### config.mk
export PLATFORM = sky130hd
export DESIGN_NAME = button_matrix_scanner
export DESIGN_NICKNAME = d
export VERILOG_FILES = /design/src/rtl/button_matrix_scanner_pkg.sv /design/src/rtl/button_matrix_scanner_synchronizer.sv /design/src/rtl/button_matrix_scanner.sv
export SDC_FILE = /design/constraint.sdc
export NUM_CORES = 1
export LEC_CHECK = 0
export ABC_AREA = 1
export CAP_MARGIN = 10
export CORE_MARGIN = 3
export CORE_UTILIZATION = 50
export DETAILED_ROUTE_END_ITERATION = 8
export PLACE_DENSITY = 0.71
export SLEW_MARGIN = 30
export SYNTH_ARGS = -nofsm -noshare
export SYNTH_HDL_FRONTEND = slang
export SYNTH_HIERARCHICAL = 1
export SYNTH_SLANG_ARGS = --single-unit
### constraint.sdc
create_clock -name clk -period 2.4 [get_ports clk]
set_input_delay 0.48 -clock clk [delete_from_list [all_inputs] [get_ports clk]]
set_output_delay 0.48 -clock clk [all_outputs]
set_load 0.1 [all_outputs]
### src/rtl/button_matrix_scanner_pkg.sv
// ----------------------------------------------------------------------------
// matrix_pkg
// Types and constants shared by the switch-matrix scanner and the LED matrix
// driver path.
//   MAX_N        : largest supported matrix edge (N x N switches)
//   scan_state_t : column-scan sequencer states
// ----------------------------------------------------------------------------
package matrix_pkg;

    localparam int MAX_N = 8;

    typedef enum logic [1:0] {
        IDLE   = 2'd0,
        DRIVE  = 2'd1,
        SAMPLE = 2'd2,
        UPDATE = 2'd3
    } scan_state_t;

endpackage : matrix_pkg

### src/rtl/button_matrix_scanner_synchronizer.sv
// ----------------------------------------------------------------------------
// synchronizer
// Two-stage flop synchronizer for a bus of independent level signals.
// The flops reset to all-ones, which is the released (pulled-up) level of the
// active-low row sense lines.
//   clk   : destination clock
//   rst_n : asynchronous active-low reset
//   d     : asynchronous input bus
//   q     : synchronized output bus
// ----------------------------------------------------------------------------
module synchronizer #(
    parameter int WIDTH = 1
) (
    input  logic             clk,
    input  logic             rst_n,
    input  logic [WIDTH-1:0] d,
    output logic [WIDTH-1:0] q
);

    logic [WIDTH-1:0] meta_r;

    // Two flop stages; the first may go metastable, the second resolves it.
    always_ff @(posedge clk or negedge rst_n) begin
        if (!rst_n) begin
            meta_r <= {WIDTH{1'b1}};
            q      <= {WIDTH{1'b1}};
        end else begin
            meta_r <= d;
            q      <= meta_r;
        end
    end

endmodule : synchronizer

### src/rtl/button_matrix_scanner.sv
// ----------------------------------------------------------------------------
// button_matrix_scanner
// Scans an N x N switch matrix one column at a time, assembles a raw frame of
// switch states and debounces it frame-by-frame: the published map only
// changes after DEBOUNCE_FRAMES identical consecutive raw frames.
//   clk         : sole clock, rising edge
//   rst_n       : asynchronous active-low reset
//   ena         : scan enable (level)
//   rows_in     : row sense lines, active-low, asynchronous to clk
//   cols        : column drive, one-hot active-high, zero when idle
//   cells       : debounced switch map, bit r*N+c = row r / column c, 1 = pressed
//   frame_valid : one-cycle pulse at the end of each completed frame
//   changed     : one-cycle pulse with frame_valid when cells took a new value
// ----------------------------------------------------------------------------
module button_matrix_scanner
    import matrix_pkg::*;
#(
    parameter int N               = 8,
    parameter int SETTLE_CYCLES   = 16,
    parameter int DEBOUNCE_FRAMES = 4
) (
    input  logic           clk,
    input  logic           rst_n,
    input  logic           ena,
    input  logic [N-1:0]   rows_in,
    output logic [N-1:0]   cols,
    output logic [N*N-1:0] cells,
    output logic           frame_valid,
    output logic           changed
);

    // Parameter legality is checked while elaborating.
    if (N < 1 || N > MAX_N) begin : g_bad_n
        $error("button_matrix_scanner: N=%0d outside 1..%0d", N, MAX_N);
    end
    if (SETTLE_CYCLES < 3) begin : g_bad_settle
        $error("button_matrix_scanner: SETTLE_CYCLES=%0d must be >= 3", SETTLE_CYCLES);
    end
    if (DEBOUNCE_FRAMES < 1) begin : g_bad_debounce
        $error("button_matrix_scanner: DEBOUNCE_FRAMES=%0d must be >= 1", DEBOUNCE_FRAMES);
    end

    localparam int CLW = (N > 1) ? $clog2(N) : 1;
    localparam int SW  = (SETTLE_CYCLES > 1) ? $clog2(SETTLE_CYCLES) : 1;
    localparam int CW  = (DEBOUNCE_FRAMES > 1) ? $clog2(DEBOUNCE_FRAMES) : 1;

    localparam logic [CLW-1:0] COL_LAST    = CLW'(N - 1);
    localparam logic [SW-1:0]  SETTLE_LAST = SW'(SETTLE_CYCLES - 1);
    localparam logic [CW-1:0]  STABLE_MAX  = CW'(DEBOUNCE_FRAMES - 1);
    localparam logic [N-1:0]   FIRST_COL   = N'(1'b1);

    scan_state_t      state_r;
    logic [CLW-1:0]   col_r;
    logic [SW-1:0]    settle_r;
    logic [N*N-1:0]   raw_r;
    logic [N*N-1:0]   prev_raw_r;
    logic [CW-1:0]    stable_r;

    logic [N-1:0]     row_sync_s;
    logic [N*N-1:0]   raw_sampled_s;
    logic [CLW-1:0]   col_next_s;
    logic [N-1:0]     col_next_onehot_s;
    logic [CW-1:0]    stable_next_s;
    logic             cells_load_s;

    synchronizer #(
        .WIDTH (N)
    ) u_row_sync (
        .clk   (clk),
        .rst_n (rst_n),
        .d     (rows_in),
        .q     (row_sync_s)
    );

    // Raw frame with the current column's sensed rows merged in (low = pressed).
    always_comb begin
        raw_sampled_s = raw_r;
        for (int r = 0; r < N; r++) begin
            raw_sampled_s[r*N + int'(col_r)] = ~row_sync_s[r];
        end
    end

    // Next column index and its drive pattern; only used when col_r < N-1.
    always_comb begin
        if (col_r == COL_LAST) begin
            col_next_s = {CLW{1'b0}};
        end else begin
            col_next_s = col_r + 1'b1;
        end
        col_next_onehot_s = FIRST_COL << col_next_s;
    end

    // Debounce counter update and cells load decision for the UPDATE cycle.
    always_comb begin
        if (raw_r == prev_raw_r) begin
            if (stable_r == STABLE_MAX) begin
                stable_next_s = STABLE_MAX;
            end else begin
                stable_next_s = stable_r + 1'b1;
            end
        end else begin
            stable_next_s = {CW{1'b0}};
        end
        cells_load_s = (stable_next_s == STABLE_MAX);
    end

    // Scan sequencer with registered column drive, map and pulses.
    // Dropping ena mid-frame leaves a partially written raw_r behind; every
    // column is re-sampled before the next UPDATE, so those bits never reach
    // the debounce compare.
    always_ff @(posedge clk or negedge rst_n) begin
        if (!rst_n) begin
            state_r     <= IDLE;
            col_r       <= {CLW{1'b0}};
            settle_r    <= {SW{1'b0}};
            cols        <= {N{1'b0}};
            cells       <= {(N*N){1'b0}};
            raw_r       <= {(N*N){1'b0}};
            prev_raw_r  <= {(N*N){1'b0}};
            stable_r    <= {CW{1'b0}};
            frame_valid <= 1'b0;
            changed     <= 1'b0;
        end else begin
            frame_valid <= 1'b0;
            changed     <= 1'b0;
            case (state_r)
                IDLE: begin
                    col_r    <= {CLW{1'b0}};
                    settle_r <= {SW{1'b0}};
                    if (ena) begin
                        state_r <= DRIVE;
                        cols    <= FIRST_COL;
                    end else begin
                        state_r <= IDLE;
                        cols    <= {N{1'b0}};
                    end
                end
                DRIVE: begin
                    if (!ena) begin
                        state_r  <= IDLE;
                        col_r    <= {CLW{1'b0}};
                        settle_r <= {SW{1'b0}};
                        cols     <= {N{1'b0}};
                    end else if (settle_r == SETTLE_LAST) begin
                        state_r  <= SAMPLE;
                        settle_r <= {SW{1'b0}};
                    end else begin
                        settle_r <= settle_r + 1'b1;
                    end
                end
                SAMPLE: begin
                    if (!ena) begin
                        state_r  <= IDLE;
                        col_r    <= {CLW{1'b0}};
                        settle_r <= {SW{1'b0}};
                        cols     <= {N{1'b0}};
                    end else begin
                        raw_r <= raw_sampled_s;
                        // Going straight from one column to the next never
                        // overlaps; the last column releases all drives.
                        if (col_r == COL_LAST) begin
                            state_r <= UPDATE;
                            col_r   <= {CLW{1'b0}};
                            cols    <= {N{1'b0}};
                        end else begin
                            state_r <= DRIVE;
                            col_r   <= col_next_s;
                            cols    <= col_next_onehot_s;
                        end
                    end
                end
                UPDATE: begin
                    prev_raw_r  <= raw_r;
                    stable_r    <= stable_next_s;
                    frame_valid <= 1'b1;
                    if (cells_load_s) begin
                        cells   <= raw_r;
                        changed <= (raw_r != cells);
                    end else begin
                        changed <= 1'b0;
                    end
                    if (ena) begin
                        state_r <= DRIVE;
                        cols    <= FIRST_COL;
                    end else begin
                        state_r <= IDLE;
                        cols    <= {N{1'b0}};
                    end
                end
                default: begin
                    state_r  <= IDLE;
                    col_r    <= {CLW{1'b0}};
                    settle_r <= {SW{1'b0}};
                    cols     <= {N{1'b0}};
                end
            endcase
        end
    end

endmodule : button_matrix_scanner

==> results of run 1 <==
[sequential cells by signal (all words and copies together) (netlist names)]
signal and count:
settle_r 4, u_row_sync/q 8, col_r 3, cells 64, cols 8, state_r 2
u_row_sync/meta_r 8, prev_raw_r 64, frame_valid 1, changed 1, stable_r 2, raw_r 64
[logic make-up (layout without fill, tap and decap cells)]
kind of cell / after synthesis / in the layout
AOI/OAI and AO/OA: 133 / 133
xor gates and xnor gates: 73 / 73
adders and majority gates: 6 / 6
DFF: 229 / 229
buffers and inverters: 158 / 263
and+or+nand+nor: 684 / 684
[routing by layer]
layer	track usage [%]	vias up	wire, um
met5	0	-	0
met4	4.45	0	439
li1	-	4213	-
met3	3.06	33	1190
met1	31.8	3952	11400
met2	34.7	187	11300
[metrics by stage]
stage	cells	setup WS [ns]	util, %	total power, mW
3_3_place_gp	1609	0.327	56.3	7.19
2_1_floorplan	1283	0.634	-	6.42
4_1_cts	1658	0.392	60.6	11.3
5_1_grt	1658	0.190	60.6	11.8
3_5_place_dp	1609	0.224	56.3	7.25
6_report	1658	0.385	60.6	11.2
[cells in the final DEF, fill, tap and decap left out, types with 7 or more instances in the layout]
| cell type | netlist | layout |
|---|---|---|
| xnor2_1 | 38 | 38 |
| nor2_1 | 72 | 71 |
| dfrtp_1 | 213 | 213 |
| inv_2 | 29 | 30 |
| clkbuf_1 | 26 | 7 |
| nand4_1 | 66 | 66 |
| nand3_1 | 20 | 19 |
| inv_1 | 78 | 77 |
| xor2_1 | 35 | 35 |
| dfstp_2 | 16 | 16 |
| nand2_1 | 505 | 505 |
| or2_2 | 12 | 12 |
| a21oi_1 | 10 | 10 |
| o21ai_0 | 119 | 119 |
| clkdlybuf4s50_1 | 0 | 9 |
| buf_4 | 8 | 94 |
| clkbuf_16 | 0 | 27 |
| nor3_1 | 7 | 7 |
[final cells by class]
class | count | area (um2)
Multi-Input combinational cell | 896 | 4220
Clock buffer | 40 | 785
Inverter | 107 | 402
Sequential cell | 229 | 5750
Tap cell | 270 | 338
Timing Repair Buffer | 108 | 881
Fill cell | 1805 | 8090
Clock inverter | 8 | 92.6
[report_power, final]
group          internal [mW]  switching [mW]
clock network           2.46            1.56
registers               4.21           0.419
logic                  0.782            1.76
[how the worst max path moves through the flow]
| stage | from | end | slack [ns] | cells past startpoint |
|---|---|---|---|---|
| after floorplan | cells[46] | changed | 0.63 | 8 |
| after global placement | ena | raw_r[53] | 0.33 | 6 |
| after detailed placement | ena | raw_r[39] | 0.22 | 6 |
| after CTS | raw_r[29] | cells[36] | 0.39 | 12 |
| after global routing | raw_r[49] | cells[23] | 0.19 | 12 |
| final | raw_r[49] | cells[36] | 0.39 | 12 |
==> impl_metrics.csv, run 1 <==
group,metric,value,unit
synthesis,synthesis.instances,1283,
setup_path,cp_max_fo,48,
job,max_cap_viol_count,0,
sta,fin_hold_ws,0.352,ns
final_layout,final_layout_size_suffix_gt1_share,14.5,%
sta,fin_crit_sh,84.0,%
floorplan,io_pins,85,
outcome,status,"completed",
grt,grt_antenna_before_repair,0,
grt,grt_max_degree,74,
synthesis,synth.distinct_cells,25,
power_and_ir_drop,power_density,897,nW/um2
placed_design,place_area,11600,um2
clock_tree,cts_root_buf,"clkbuf_16",
floorplan,initial_core_util,51.6,%
min_path,hold_start,"u_row_sync/meta_r[1]",
sta,period_needed,2.01,ns
sta,worst_pin_slew,0.601,ns
synthesis,yosys_warnings,6,
final_layout,fin_nets,1385,
final_layout,design_area,12500,um2
grt,grt_pass1_wl,40300,um
clock_tree,cts_max_level,1,
sta,relSlewSlack,59.9,%
synthesis,ys.flop_type,"dfrtp_1",
clock_tree,cts_num_sinks,229,
sta,maxSlewViolCount,0,
min_path,hold_path_class,"register to register",
grt,grtUsageTotal,21.7,%
setup_path,path_cells,"inv_1 -> nand2_1 -> nand2_1 -> nor2_1 -> nand2_1 -> nor2_1 -> nand2_1 -> nor2_4 -> nand3_2 -> buf_4 -> nand2_1 -> nand2_1",
synthesis,syn_avg_cell_area,8.27,um2
placed_design,portBuffers,84,
sta,setup_viol,0,
grt,grt-ovfl-total,0,
synthesis,synth_xor_area_share,6.03,%
sta,clock_skew,0.00722,ns
clock_tree,cts_setup_buffers,0,
synthesis,synth_mux_area_share,0,%
synthesis,synth_fa_ha_area_share,0.708,%
setup_path,reg2reg_from,"raw_r[49]",
grt,grt_pass1_vias,7827,
clock_tree,numCtsBuffers,26,
route,routed_wl,24400,um
setup_path,r2r_end,"cells[36]",
route,vias,8385,
power_and_ir_drop,ir_drop,0.730,mV
synthesis,synth_area_leaders,"dfrtp_1 (50%), nand2_1 (18%), o21ai_0 (5.6%)",
final_layout,area_growth,17.5,%
placed_design,gp_congestion,0.792,
synthesis,synth_top_cell_by_area,"dfrtp_1",
route,drc,0,
synthesis,synthesis.area,10600,um2
route,ant_nets,0,
clock_tree,clockBufferDepth,3,
route,drt_iter0_drc,519,
setup_path,critPathSlowestCell,"dfrtp_1",
power_and_ir_drop,p_leak,6.49,nW
min_path,min_to,"u_row_sync/q[1]",
setup_path,end_kind,"register",
clock_tree,clk_latency,0.52,ns
min_path,holdPathStages,0,
floorplan,die-area,23000,um2
setup_path,critPathMaxStageDelay,0.50,ns
setup_path,crit_arrival,2.42,ns
sta,fmax,0.496,GHz
route,via_per_inst,5.06,
setup_path,r2r_cells,12,
synthesis,async_flop_share,100,%
floorplan,die_h,152,um
clock_tree,clk_pin_slew,0.06,ns
setup_path,worstPathRequired,2.80,ns
clock_tree,cts_tree,"built",
setup_path,criticalPathCategory,"register to register",
synthesis,synth_edf_count,0,
synthesis,ys_ff_latch,229,
floorplan,die_w,152,um
setup_path,crit_top_cell,"nand2_1",
placed_design,dpl.hpwl,16200,um
setup_path,crit_family,"simple AND/OR/NAND/NOR gates",
sta,hold_viol,0,
setup_path,start_kind,"register",
setup_path,r2r_slack,0.39,ns
synthesis,synth_most_common_cell,"nand2_1",
synthesis,synth_top_family_by_area,"simple AND/OR/NAND/NOR gates",
synthesis,synth_fp_nets,1300,
synthesis,synth_compound_area_share,6.33,%
route,dr.pass1.iters,5,
final_layout,antenna_cells,0,
sta,rsz0062_at_grt,"false",
clock_tree,ctsHoldBuffers,1,
synthesis,ys_seq_area_share,54.2,%
floorplan,rows,52,
synthesis,synth-simple-area-share,26.4,%
route,post_drt_wl_per_cell,14.7,um
synthesis,synthDominantCellAreaShare,50.2,%
synthesis,synth_common_cells,"nand2_1 (505), dfrtp_1 (213), o21ai_0 (119)",
floorplan,core_area,20600,um2
clock_tree,cts_resized,0,
sta,fin_tns_setup,0,ns
setup_path,path_buf_inv,2,
(Power assumes the default switching activity.)
==> inputs of run 2 (changes only) <==
==> constraint.sdc (replaced) <==
create_clock -name clk -period 1.9 [get_ports clk]
set_input_delay 0.38 -clock clk [delete_from_list [all_inputs] [get_ports clk]]
set_output_delay 0.38 -clock clk [all_outputs]
set_load 0.1 [all_outputs]
==> run 2 against run 1 <==
  * The run now ends with negative setup slack left
  * Sequential power is 24% higher
  * Largest cell class unchanged
  * Setup slack worse by 0.39 ns
  * Register-to-register slack worse by 0.39 ns
  * Final cell count is 4.6% higher
  * Final area is 15% higher
  * Total power is 33% higher
  * Highest routed layer unchanged
  * Count of clock-buffer cells in the layout is 6 lower
  * Largest power group unchanged
  * Non-clock buffer count is 81 higher
  * Worst hold slack worse by 0.076 ns
  * Global-route usage is 1.4 points higher
==> impl_metrics.csv, run 2 (synthesis gave the netlist of run 1 again) <==
group,metric,value,unit
floorplan,io_pins,85,
placed_design,dpl_worst_slack,0.0186,ns
sta,rsz0062_at_grt,"true",
clock_tree,clockBufferDepth,3,
clock_tree,clk_latency,0.51,ns
outcome,status,"finished, violations left",
floorplan,rows,52,
power_and_ir_drop,ir_drop,0.820,mV
sta,finalWorstSetupSlack,-0.00218,ns
sta,relSlewSlack,75.7,%
sta,fin_tns_setup,-0.00218,ns
route,drt_iter0_drc,594,
sta,clock_skew,0.0119,ns
setup_path,crit_top_cell,"nand2_1",
grt,grt_pass1_wl,42800,um
grt,grt-ovfl-total,0,
final_layout,antenna_cells,0,
route,ant_nets,0,
min_path,hold_start,"rows_in[1]",
final_layout,layout_common_cells,"nand2_1 (462), dfrtp_1 (207), o21ai_0 (119), buf_12 (87), buf_4 (86)",
route,drc,0,
grt,grt_antenna_before_repair,0,
final_layout,final_layout_size_suffix_gt1_share,23.2,%
setup_path,path_cells,"nand2_1 -> nand2_1 -> a21oi_2 -> nand2_1 -> nor2_1 -> nand2_1 -> nor2_4 -> nand3_4 -> buf_12 -> clkbuf_16 -> nand2_1 -> nand2_1",
clock_tree,cts_tree,"built",
setup_path,criticalPathCategory,"register to register",
setup_path,start_kind,"register",
final_layout,n_fill_cell,1531,
clock_tree,numCtsBuffers,25,
final_layout,fin_nets,1465,
floorplan,die_w,152,um
placed_design,dpl.hpwl,17500,um
grt,grt_max_degree,73,
floorplan,die_h,152,um
placed_design,portBuffers,84,
clock_tree,cts_num_sinks,229,
placed_design,gp_congestion,0.805,
route,dr.pass1.iters,6,
setup_path,crit_arrival,2.29,ns
sta,period_needed,1.90,ns
setup_path,reg2reg_from,"raw_r[32]",
setup_path,critPathMaxStageDelay,0.43,ns
outcome,violations,"negative setup slack",
setup_path,startpoint,"raw_r[32]",
route,vias,9015,
sta,maxSlewViolCount,0,
power_and_ir_drop,p_leak,7.19,nW
final_layout,final_common_cell,"nand2_1",
grt,grtUsageTotal,23.1,%
sta,fin_crit_sh,100,%
route,via_per_inst,5.20,
floorplan,initial_core_util,51.6,%
setup_path,cp_max_fo,10,
sta,fmax,0.526,GHz
setup_path,critPathSlowestCell,"dfrtp_2",
floorplan,core_area,20600,um2
clock_tree,cts_root_buf,"clkbuf_16",
clock_tree,clk_pin_slew,0.06,ns
min_path,hold_path_class,"input port to register",
setup_path,worstPathRequired,2.29,ns
route,post_drt_wl_per_cell,15.6,um
grt,grt_pass1_vias,8672,
job,max_cap_viol_count,0,
final_layout,final_core_util,69.9,%
route,routed_wl,27100,um
sta,worst_pin_slew,0.365,ns
final_layout,top_regs,"cells (64), prev_raw_r (64), raw_r (64)",
final_layout,area_growth,35.4,%
setup_path,end_kind,"register",
floorplan,die-area,23000,um2
sta,setup_viol,1,
clock_tree,cts_max_level,1,
sta,hold_viol,0,
power_and_ir_drop,power_density,1040,nW/um2
## run 2: changes by cell type in the layout (fill, tap and decap cells not counted), sizes merged
cell,change
clkinv,+2
clkbuf,-2
buf,+77
clkinvlp,-1
bufinv,+1
## run 2: final timing paths
check                                       endpoint  slack, ns  cells past startpoint
worst max-delay path                       cells[40]     -0.002                     12
worst min-delay path            u_row_sync/meta_r[1]       0.28                      1
worst max register to register             cells[40]     -0.002                     12
worst min register to register       u_row_sync/q[2]       0.35                      0
max in group asynchronous            u_row_sync/q[6]       0.83                      3
min in group asynchronous              prev_raw_r[2]       0.37                      2
## run 2: stage by stage
stage	cells	area, um2	total power, mW	hold slack [ns]
after CTS	1722	14000	14.8	0.261
after floorplan	1283	10600	8.11	0.0844
after global routing	1735	14400	15.7	0.270
after detailed placement	1677	13100	9.86	0.307
final	1735	14400	14.9	0.276
after global placement	1677	13100	9.78	0.307
## run 2: report_power, final
part           internal [mW]  switching, mW  total, mW
clock network           3.01           1.91       4.91
registers               5.33          0.417       5.74
logic                   1.68           2.57       4.25
total                   10.0           4.90       14.9
## run 2: cell type report
| type | count | area (um2) | area share (%) |
|---|---|---|---|
| Clock inverter | 10 | 125 | 0.871 |
| Inverter | 107 | 402 | 2.79 |
| Timing Repair Buffer | 189 | 2610 | 18.2 |
| Sequential cell | 229 | 5760 | 40.1 |
| Tap cell | 270 | 338 | 2.35 |
| Clock buffer | 34 | 709 | 4.94 |
| Multi-Input combinational cell | 896 | 4430 | 30.8 |
## run 2: critical path: cells and delay by family, from the launching register on
| kind | cells | cell delay, ns |
|---|---|---|
| compound gates | 1 | 0.13 |
| buf+inv | 2 | 0.34 |
| flops | 1 | 0.43 |
| simple gates | 9 | 0.89 |
## run 2: repair_timing
item	in CTS	in global routing
buffers inserted	0	8
hold buffers	1	0
resized for setup	0	77
hold endpoints to repair	35	0
endpoints found under the setup margin	0	66
## run 2: metal layers
metal / GRT usage (%) / share of wire, % / vias up
li1: - / - / 4363
met1: 32.1 / 43 / 4312
met2: 38.2 / 48 / 281
met3: 3.27 / 5.6 / 59
met4: 6.33 / 2.9 / 0
met5: 0 / 0 / -
